## config.mk

```make
export PLATFORM = sky130hd
export DESIGN_NAME = mem_stage
export DESIGN_NICKNAME = d
export VERILOG_FILES = /design/src/rtl/mem_stage_pkg.sv /design/src/rtl/mem_stage_load_align.sv /design/src/rtl/mem_stage.sv
export SDC_FILE = /design/constraint.sdc
export NUM_CORES = 1
export LEC_CHECK = 0
export ABC_AREA = 1
export BUFFER_PORTS_ARGS = -buffer_cell sky130_fd_sc_hd__buf_2
export CELL_PAD_IN_SITES_DETAIL_PLACEMENT = 0
export CELL_PAD_IN_SITES_GLOBAL_PLACEMENT = 1
export CORE_ASPECT_RATIO = 1.2
export CORE_MARGIN = 3
export CORE_UTILIZATION = 31
export CTS_CLUSTER_SIZE = 25
export DETAILED_ROUTE_END_ITERATION = 12
export PLACE_DENSITY = 0.78
export SYNTH_ARGS = -nofsm -noshare
export SYNTH_HDL_FRONTEND = slang
export SYNTH_SLANG_ARGS = --single-unit
```

## constraint.sdc

```tcl
create_clock -name i_clk -period 1.2 [get_ports i_clk]
set_input_delay 0.06 -clock i_clk [delete_from_list [all_inputs] [get_ports i_clk]]
set_output_delay 0.06 -clock i_clk [all_outputs]
set_load 0.02 [all_outputs]
```

## src/rtl/mem_stage_pkg.sv

```systemverilog
`default_nettype none
// ============================================================================
//  Module      : mem_stage_pkg
//  Description : Shared types for the memory-access stage: EX/MEM and MEM/WB
//                register layouts, the access FSM encoding, func3 size codes
//                and store-lane / misalignment helpers.
//  Revision    : 1.0 - initial release
// ============================================================================
package mem_stage_pkg;

    // func3 access size / signedness codes
    localparam logic [2:0] F3_B  = 3'd0;
    localparam logic [2:0] F3_H  = 3'd1;
    localparam logic [2:0] F3_W  = 3'd2;
    localparam logic [2:0] F3_BU = 3'd4;
    localparam logic [2:0] F3_HU = 3'd5;

    typedef enum logic [1:0] {
        ST_IDLE = 2'd0,
        ST_REQ  = 2'd1,
        ST_WAIT = 2'd2
    } memstate_t;

    // Memory operation latched from the EX/MEM register while it is in flight
    typedef struct packed {
        logic [31:0] addr;
        logic [31:0] wdata;
        logic [2:0]  func3;
        logic        is_store;
        logic        reg_write;
        logic [4:0]  write_reg;
    } MEM_STATE;

    // MEM/WB register contents
    typedef struct packed {
        logic        valid;
        logic [31:0] data;
        logic [4:0]  write_reg;
        logic        reg_write;
    } WB_STATE;

    // Byte enables for an access of size f3 at byte offset lo
    function automatic logic [3:0] lane_be(input logic [2:0] f3, input logic [1:0] lo);
        case (f3)
            F3_B, F3_BU: return 4'b0001 << lo;
            F3_H, F3_HU: return lo[1] ? 4'b1100 : 4'b0011;
            default:     return 4'b1111;
        endcase
    endfunction

    // Store data replicated across every lane the size could occupy
    function automatic logic [31:0] lane_wdata(input logic [2:0] f3, input logic [31:0] d);
        case (f3)
            F3_B, F3_BU: return {4{d[7:0]}};
            F3_H, F3_HU: return {2{d[15:0]}};
            default:     return d;
        endcase
    endfunction

    // Halfword not on a 2-byte boundary, or word not on a 4-byte boundary
    function automatic logic is_misaligned(input logic [2:0] f3, input logic [1:0] lo);
        case (f3)
            F3_H, F3_HU: return lo[0];
            F3_W:        return |lo;
            default:     return 1'b0;
        endcase
    endfunction

endpackage
`default_nettype wire

```

## src/rtl/mem_stage_load_align.sv

```systemverilog
`default_nettype none
// ============================================================================
//  Module      : load_align
//  Description : Combinational load-data aligner. Picks the addressed byte or
//                halfword out of the returned word and sign- or zero-extends
//                it according to func3.
//  Revision    : 1.0 - initial release
// ============================================================================
module load_align (
    input  logic [31:0] i_rdata,
    input  logic [1:0]  i_addr_lo,
    input  logic [2:0]  i_func3,
    output logic [31:0] o_data
);
    import mem_stage_pkg::*;

    logic [7:0]  w_byte;
    logic [15:0] w_half;

    // Lane selection followed by extension
    always_comb begin
        case (i_addr_lo)
            2'd0:    w_byte = i_rdata[7:0];
            2'd1:    w_byte = i_rdata[15:8];
            2'd2:    w_byte = i_rdata[23:16];
            default: w_byte = i_rdata[31:24];
        endcase
        // Halfword position only looks at bit 1; bit 0 is ignored here
        w_half = i_addr_lo[1] ? i_rdata[31:16] : i_rdata[15:0];
        case (i_func3)
            F3_B:    o_data = {{24{w_byte[7]}}, w_byte};
            F3_BU:   o_data = {24'd0, w_byte};
            F3_H:    o_data = {{16{w_half[15]}}, w_half};
            F3_HU:   o_data = {16'd0, w_half};
            default: o_data = i_rdata;
        endcase
    end

endmodule
`default_nettype wire

```

## src/rtl/mem_stage.sv

```systemverilog
`default_nettype none
// ============================================================================
//  Module      : mem_stage
//  Description : RV32IC memory-access stage. Accepts EX/MEM entries, drives
//                the data-memory req/gnt/rvalid port, aligns load data and
//                emits a one-cycle MEM/WB pulse per entry. Stalls upstream
//                while an access is outstanding; a load whose data never
//                returns completes as a bus error after MAX_WAIT cycles.
//  Options     : MISALIGN_TRAP_EN - misaligned H/W accesses complete
//                immediately with o_misaligned instead of reaching the bus.
//  Revision    : 1.0 - initial release
// ============================================================================
module mem_stage #(
    parameter int MAX_WAIT = 255
) (
    input  logic        i_clk,
    input  logic        i_reset,
    input  logic        i_valid,
    input  logic [31:0] i_ALUOutput,
    input  logic [31:0] i_rd2,
    input  logic [2:0]  i_func3,
    input  logic        i_MemRead,
    input  logic        i_MemWrite,
    input  logic        i_RegWrite,
    input  logic        i_MemToReg,
    input  logic [4:0]  i_write_reg,
    output logic        o_stall,
    output logic        o_dmem_req,
    output logic        o_dmem_we,
    output logic [31:0] o_dmem_addr,
    output logic [31:0] o_dmem_wdata,
    output logic [3:0]  o_dmem_be,
    input  logic        i_dmem_gnt,
    input  logic        i_dmem_rvalid,
    input  logic [31:0] i_dmem_rdata,
    output logic        o_wb_valid,
    output logic [31:0] o_wb_data,
    output logic [4:0]  o_wb_write_reg,
    output logic        o_wb_RegWrite,
`ifdef MISALIGN_TRAP_EN
    output logic        o_misaligned,
`endif
    output logic        o_bus_err
);
    import mem_stage_pkg::*;

    localparam int                CNT_W     = $clog2(MAX_WAIT + 1);
    localparam logic [CNT_W-1:0]  WAIT_LAST = CNT_W'(MAX_WAIT - 1);

    memstate_t        state_q, state_d;
    MEM_STATE         entry_q, entry_d;
    logic [CNT_W-1:0] cnt_q, cnt_d;
    WB_STATE          wb_q, wb_d;
    logic             bus_err_q, bus_err_d;

    logic             w_mem_op;
    logic             w_mis;
    logic             w_trap;
    logic             w_req;
    logic [31:0]      w_load_data;

    // Write-back source selection is fixed by the load path here
    logic             unused_mem_to_reg;
    assign unused_mem_to_reg = i_MemToReg;

    assign w_mem_op = i_MemRead | i_MemWrite;
`ifdef MISALIGN_TRAP_EN
    assign w_mis = is_misaligned(i_func3, i_ALUOutput[1:0]);
`else
    assign w_mis = 1'b0;
`endif
    assign w_trap = (state_q == ST_IDLE) && i_valid && w_mem_op && w_mis;

    load_align u_load_align (
        .i_rdata   (i_dmem_rdata),
        .i_addr_lo (entry_q.addr[1:0]),
        .i_func3   (entry_q.func3),
        .o_data    (w_load_data)
    );

    // Next-state, entry capture and write-back result
    always_comb begin
        state_d   = state_q;
        entry_d   = entry_q;
        cnt_d     = cnt_q;
        wb_d      = '0;
        bus_err_d = 1'b0;
        case (state_q)
            ST_IDLE: begin
                if (i_valid) begin
                    if (!w_mem_op) begin
                        wb_d.valid     = 1'b1;
                        wb_d.data      = i_ALUOutput;
                        wb_d.write_reg = i_write_reg;
                        wb_d.reg_write = i_RegWrite;
                    end else if (w_mis) begin
                        // Trapped access completes at once with no write-back
                        wb_d.valid     = 1'b1;
                        wb_d.write_reg = i_write_reg;
                    end else begin
                        entry_d.addr      = i_ALUOutput;
                        entry_d.wdata     = i_rd2;
                        entry_d.func3     = i_func3;
                        entry_d.is_store  = i_MemWrite;   // read+write counts as store
                        entry_d.reg_write = i_RegWrite;
                        entry_d.write_reg = i_write_reg;
                        state_d           = ST_REQ;
                    end
                end
            end
            ST_REQ: begin
                if (i_dmem_gnt) begin
                    if (entry_q.is_store) begin
                        wb_d.valid     = 1'b1;
                        wb_d.write_reg = entry_q.write_reg;
                        state_d        = ST_IDLE;
                    end else begin
                        cnt_d   = '0;
                        state_d = ST_WAIT;
                    end
                end
            end
            ST_WAIT: begin
                if (i_dmem_rvalid) begin
                    wb_d.valid     = 1'b1;
                    wb_d.data      = w_load_data;
                    wb_d.write_reg = entry_q.write_reg;
                    wb_d.reg_write = entry_q.reg_write;
                    state_d        = ST_IDLE;
                end else if (cnt_q == WAIT_LAST) begin
                    wb_d.valid     = 1'b1;
                    wb_d.write_reg = entry_q.write_reg;
                    bus_err_d      = 1'b1;
                    state_d        = ST_IDLE;
                end else begin
                    cnt_d = cnt_q + CNT_W'(1);
                end
            end
            default: state_d = ST_IDLE;
        endcase
    end

    // State and pipeline registers
    always_ff @(posedge i_clk) begin
        if (i_reset) begin
            state_q   <= ST_IDLE;
            entry_q   <= '0;
            cnt_q     <= '0;
            wb_q      <= '0;
            bus_err_q <= 1'b0;
        end else begin
            state_q   <= state_d;
            entry_q   <= entry_d;
            cnt_q     <= cnt_d;
            wb_q      <= wb_d;
            bus_err_q <= bus_err_d;
        end
    end

`ifdef MISALIGN_TRAP_EN
    logic misaligned_q, misaligned_d;

    // Misalignment flag accompanies the trapped write-back pulse
    always_comb begin
        misaligned_d = w_trap;
    end

    // Misalignment flag register
    always_ff @(posedge i_clk) begin
        if (i_reset) begin
            misaligned_q <= 1'b0;
        end else begin
            misaligned_q <= misaligned_d;
        end
    end

    assign o_misaligned = misaligned_q;
`else
    logic unused_trap;
    assign unused_trap = w_trap;
`endif

    // Bus request is driven from the latched entry so it stays stable until grant
    assign w_req        = (state_q == ST_REQ);
    assign o_dmem_req   = w_req;
    assign o_dmem_we    = w_req && entry_q.is_store;
    assign o_dmem_addr  = w_req ? {entry_q.addr[31:2], 2'b00} : 32'd0;
    assign o_dmem_be    = w_req ? lane_be(entry_q.func3, entry_q.addr[1:0]) : 4'd0;
    assign o_dmem_wdata = (w_req && entry_q.is_store) ? lane_wdata(entry_q.func3, entry_q.wdata) : 32'd0;

    assign o_stall = (state_q != ST_IDLE) || (i_valid && w_mem_op && !w_mis);

    assign o_wb_valid     = wb_q.valid;
    assign o_wb_data      = wb_q.data;
    assign o_wb_write_reg = wb_q.write_reg;
    assign o_wb_RegWrite  = wb_q.reg_write;
    assign o_bus_err      = bus_err_q;

endmodule
`default_nettype wire

```

# After elaboration in Yosys (flattened, before gate mapping)
# Cells that the tools add are included.
# W data, S select, Z words.
[classes]
add_sub_neg = 1
mux = 40
n_eq_ne = 15
n_reduce_logical = 14
n_shift = 1
bitwise_logic = 2
[ops]
columns = ["operator", "count"]
rows = [
  ["$mux W32", 4],
  ["$pmux W32 S2", 2],
  ["$pmux W32 S4", 1],
  ["$mux W39", 1],
  ["$mux W8", 4],
  ["$mux W5", 5],
  ["$pmux W8 S3", 1],
  ["$mux W16", 1],
  ["$pmux W8 S2", 1],
  ["$pmux W5 S3", 1],
  ["$mux W2", 6],
  ["$ne A2 B2 Y1 const B", 6],
  ["$add A8 B1 Y8 const B", 1],
  ["$eq A8 B8 Y1 const B", 1],
  ["$mux W4", 2],
  ["$pmux W4 S2", 1],
  ["$mux W1", 7],
  ["$eq A3 B3 Y1 const B", 2],
  ["$pmux W2 S3", 1],
  ["$reduce_and A5 Y1", 1],
  ["$eq A2 B1 Y1 const B", 2],
  ["$eq A2 B2 Y1 const B", 2],
  ["$logic_not A2 Y1", 2],
  ["$reduce_and A4 Y1", 1],
  ["other kinds (14)", 17],
]
[totals]
input_bits = 113
output_inout_bits = 111
reg_bits = 124
word_cells = 86

# Logic depth before layout (Yosys ltp)
[depth]
depth_word = 5
mapped_depth = 10
depth_no_buf = 10

# Cells and area by module
# A second synthesis with hierarchy kept.
[hier_totals]
hier_cells = 857
hier_area_um2 = 5911.9
[by_module_without_submodules]
columns = ["mod", "seq_area_each_um2", "area_each_um2", "cells_each", "n_inst"]
rows = [
  ["mem_stage", 2482.4, 5016.1, 665, 1],
  ["load_align", 0.0, 895.9, 192, 1],
]

# Worst setup path after synthesis
# No wires, ideal clock.
[synth_timing]
kind = "register to output"
startpoint = "register state_q[0]"
endpoint = "output o_dmem_wdata[24]"
path_buffers = 0
t_arrival_ns = 1.659
t_required_ns = 1.140
path_slack_ns = -0.519
stages_incl_launch_ff = 7
path_cell_list = "dfxtp_1 -> inv_1 -> nor2_4 -> inv_2 -> nor2_8 -> o21ai_0 -> a221oi_1"
[synth_between]
elab_chain_cells = 3
[synth_lines]
columns = ["item", "line", "rtl"]
rows = [
  ["from (decl)", "mem_stage.sv:50", "memstate_t state_q, state_d;"],
  ["from (signal assigned)", "mem_stage.sv:152", "state_q <= state_d;"],
  ["$eq A2 B1 Y1", "mem_stage.sv:184", "assign w_req = (state_q == ST_REQ);"],
  ["net o_dmem_req", "mem_stage.sv:28", "output logic o_dmem_req,"],
  ["$logic_and A1 B1 Y1", "n/a", ""],
  ["net o_dmem_we", "mem_stage.sv:29", "output logic o_dmem_we,"],
  ["$mux W32", "mem_stage.sv:189", "assign o_dmem_wdata = (w_req && entry_q.is_store) ? lane_wdata(entry_q.func3, entry_q.wdata) : 32'd0;"],
  ["to (decl)", "mem_stage.sv:31", "output logic [31:0] o_dmem_wdata,"],
]
# The timed path passes the listed nets, and every way through them passes these cells.

# Final worst setup path
[layout_timing]
startpoint = "register state_q[0]"
endpoint = "output o_dmem_wdata[31]"
[layout_between]
elab_chain_cells = 3
[layout_lines]
columns = ["item", "line"]
rows = [
  ["$eq A2 B1 Y1", "mem_stage.sv:184"],
  ["$logic_and A1 B1 Y1", "mem_stage.sv:189"],
  ["$mux W32", "mem_stage.sv:189"],
]
# Every way passes these cells.

==> results.yml <==
global_routing:
  grt_pass1_vias: 8018
  grt_pass1_wl_um: 43300
  grt-ovfl-total: 0
  grt_util_all_layers_pct: 26.2
  antenna_found_initial: 9
  grt_start_max_net_pins: 63
setup_path:
  worst-path-buf-inv: 5
  cp_cell_sequence: "inv_2 -> nor2_4 -> inv_4 -> nor2_8 -> buf_12 -> inv_12 -> a211oi_4 -> buf_6"
  required_ns: 1.14
  cp_slowest_stage_delay_ns: 0.33
  critPathTopFamily: "buffers and inverters"
  end_kind: "output port"
  crit_fanout: 15
  crit_type: "flip-flop to output port"
  crit_slowest_cell: "dfxtp_2"
  crit_arrival_ns: 1.72
  cp-start-kind: "flip-flop"
sta:
  max_freq_ghz: 0.562
  setup_ws_ns: -0.578
  max_slew_margin_pct: 59.9
  min_period_ns: 1.78
  hold_viol_final: 0
  fin_skew_ns: 0.0127
  slew_viol_final: 0
  setup_viol: 192
  worst_pin_slew_ns: 0.601
  whs_ns: 0.0358
  period_share_pct: 148
  rsz0062_at_grt: "true"
  fin_setup_tns_ns: -77.25
placed_design:
  dp_hpwl_um: 16500
  postPlaceCellArea_mm2: 0.00866
  gp_congestion: 0.844
  io_buffers: 220
final_layout:
  synthToLayoutAreaGrowth_pct: 123
  multiInputGateArea_mm2: 0.00504
  seq_area_mm2: 0.00250
  largest_reg_flops: 74
  drive_gt1_share_pct: 63.6
  fillers: 1323
  nNetsFinal: 1403
  finish.instance_area_mm2: 0.0135
  largest-register: "entry_q"
pwr:
  power_frac_clock_pct: 28.0
  ir_drop_mv: 1.02
  p_leak_nw: 5.65
  sequentialPowerShare_pct: 27.0
  switchingPower_mw: 6.52
  p_comb_share_pct: 45.0
  intPower_mw: 11.4
  powerDensity_mw_per_mm2: 1330
  swShare_pct: 36.4
yosys:
  synth_area_leaders: "dfxtp_1, nand2_1, a21oi_1"
  synth_top_area_share_pct: 41.1
  yosys.area.top_type: "dfxtp_1"
  synth.avg_cell_area_um2: 7.03
  syn-cell-area_mm2: 0.00605
  ys_ff_latch: 124
  syn-instance-count: 860
  synth-warning-count: 0
  ys_types: 37
  ys_seq_area_share_pct: 41.1
clock_network:
  cts_buffer_depth: 2
  clock_latency_ns: 0.43
  clock-sinks: 124
  h-tree-depth: 4
  root_buffer: "clkbuf_16"
  tritoncts: "built"
  numCtsBuffers: 17
  clk_pin_slew_ns: 0.05
routing:
  drt_first_pass_iters: 5
  antenna_left: 0
  routed_wl_um: 31100
  drt_iter0_markers: 462
  wl_per_cell_um: 19.8
  drc: 0
  via_count: 7869
  via_per_inst: 5.02
hold_path:
  min_path_type: "primary input to flip-flop"
outcome:
  outcome: "finished, violations left"
  failed_checks: "setup timing"
floorplan:
  dieArea_mm2: 0.0212
  core.rowCount: 55
  initial_core_util_pct: 31.8
  die_w_um: 133
  die_y_um: 159
  coreArea_mm2: 0.0190
  io_pins: 224
job:
  max_cap_violations: 0
## layout make-up
class / instances / area share (%)
clock inverters: 12 / 0.911
multi-input cells: 593 / 37.5
well taps: 256 / 2.38
flip-flops and latches: 124 / 18.6
clock buffers: 20 / 3.24
diodes: 9 / 0.167
repair buffers: 461 / 34.4
inverters: 91 / 2.87
## synth_stat cells
cell type	n
a21oi_2	34
o22ai_1	1
buf_1	6
nor3b_1	1
nand2_1	162
inv_2	5
a31oi_1	2
a211oi_1	2
buf_4	7
o21ai_0	90
nor2_2	2
clkbuf_2	1
nor4_1	1
buf_6	9
inv_1	85
buf_2	14
or2_2	1
nor2_1	116
nand4_1	2
a22oi_1	1
clkbuf_1	19
nand3_1	36
nand3b_1	1
ha_1	2
nand3_4	1
dfxtp_1	124
a221oi_1	7
xor2_1	3
nor2_4	3
nand2_4	3
conb_1	1
nand2_2	3
inv_4	1
a21oi_1	109
or2_0	1
nor2_8	2
nand3_2	2
## power by group through the flow
stage,sequential (mW),clock [mW],combinational [mW]
floorplan,4.84,0,2.85
global placement,4.83,0,4.17
detailed placement,4.84,0,4.21
CTS,4.77,5.08,6.61
global route,4.87,5.26,8.47
finish,4.83,5.01,8.06
## per-stage QoR
stage,utilization (%),setup slack (ns),total power [mW],instances
global route,70.8,-0.632,18.6,1566
global placement,45.6,-0.235,9.01,1369
finish,70.8,-0.578,17.9,1566
detailed placement,45.6,-0.252,9.05,1369
CTS,63.1,-0.544,16.5,1539
floorplan,-,-0.284,7.69,861
## worst paths after layout
kind                                  from                to  slack, ns  depth (start not counted)
worst min-delay path            i_dmem_gnt        state_q[0]       0.04                          3
worst max register to register  state_q[1]       entry_q[15]      -0.47                         10
worst min register to register  entry_q[0]        entry_q[0]       0.48                          2
worst max-delay path            state_q[0]  o_dmem_wdata[31]      -0.58                          8
## worst register-to-register path: stages, from the launching register on
cell,delay (ns)
dfxtp_4,0.36
buf_6,0.11
buf_6,0.11
nor2_4,0.10
buf_6,0.13
buf_12,0.13
nand2_8,0.10
buf_12,0.17
clkbuf_16,0.17
o21ai_2,0.14
a21oi_2,0.05
## layout by cell type (no fill, tap or decap), types with 10 or more instances in the layout
cell / count
a21oi_2: 128
a21oi_4: 14
buf_12: 36
buf_16: 19
buf_2: 153
buf_4: 64
buf_6: 100
clkbuf_16: 22
dfxtp_1: 116
dlygate4sd3_1: 75
inv_1: 77
nand2_1: 84
nand2_2: 44
nand2_4: 37
nand3_1: 26
nand3_2: 10
nor2_1: 58
nor2_4: 54
o21ai_0: 12
o21ai_1: 11
o21ai_2: 34
o21ai_4: 33
## cells by family (layout without fill, tap and decap cells)
group | Yosys count | count (layout) | synth area share [%]
compound gates | 246 | 246 | 23.1
xor+xnor | 3 | 3 | 0.435
fa+ha+maj | 2 | 2 | 0.414
buf+inv | 147 | 584 | 11.0
flops | 124 | 124 | 41.1
other cells | 1 | 11 | 0.0620
simple gates | 337 | 340 | 23.9
## per-layer routing
layer | vias to the layer above | part of all wire, % | GRT usage (%)
met5 | - | 0 | 0
met2 | 294 | 52 | 44.8
met3 | 105 | 4.9 | 4.96
li1 | 3680 | - | -
met4 | 0 | 5.1 | 15.5
met1 | 3790 | 38 | 30.2
## timing repair
action	4_1_cts	5_1_grt
hold endpoints to repair	109	0
resized for setup	329	337
cloned	24	8
pin swaps	32	84
hold buffers	75	0
buffers inserted	41	24
endpoints found under the setup margin	193	193
No activity file was read; power rests on OpenSTA's default activity.
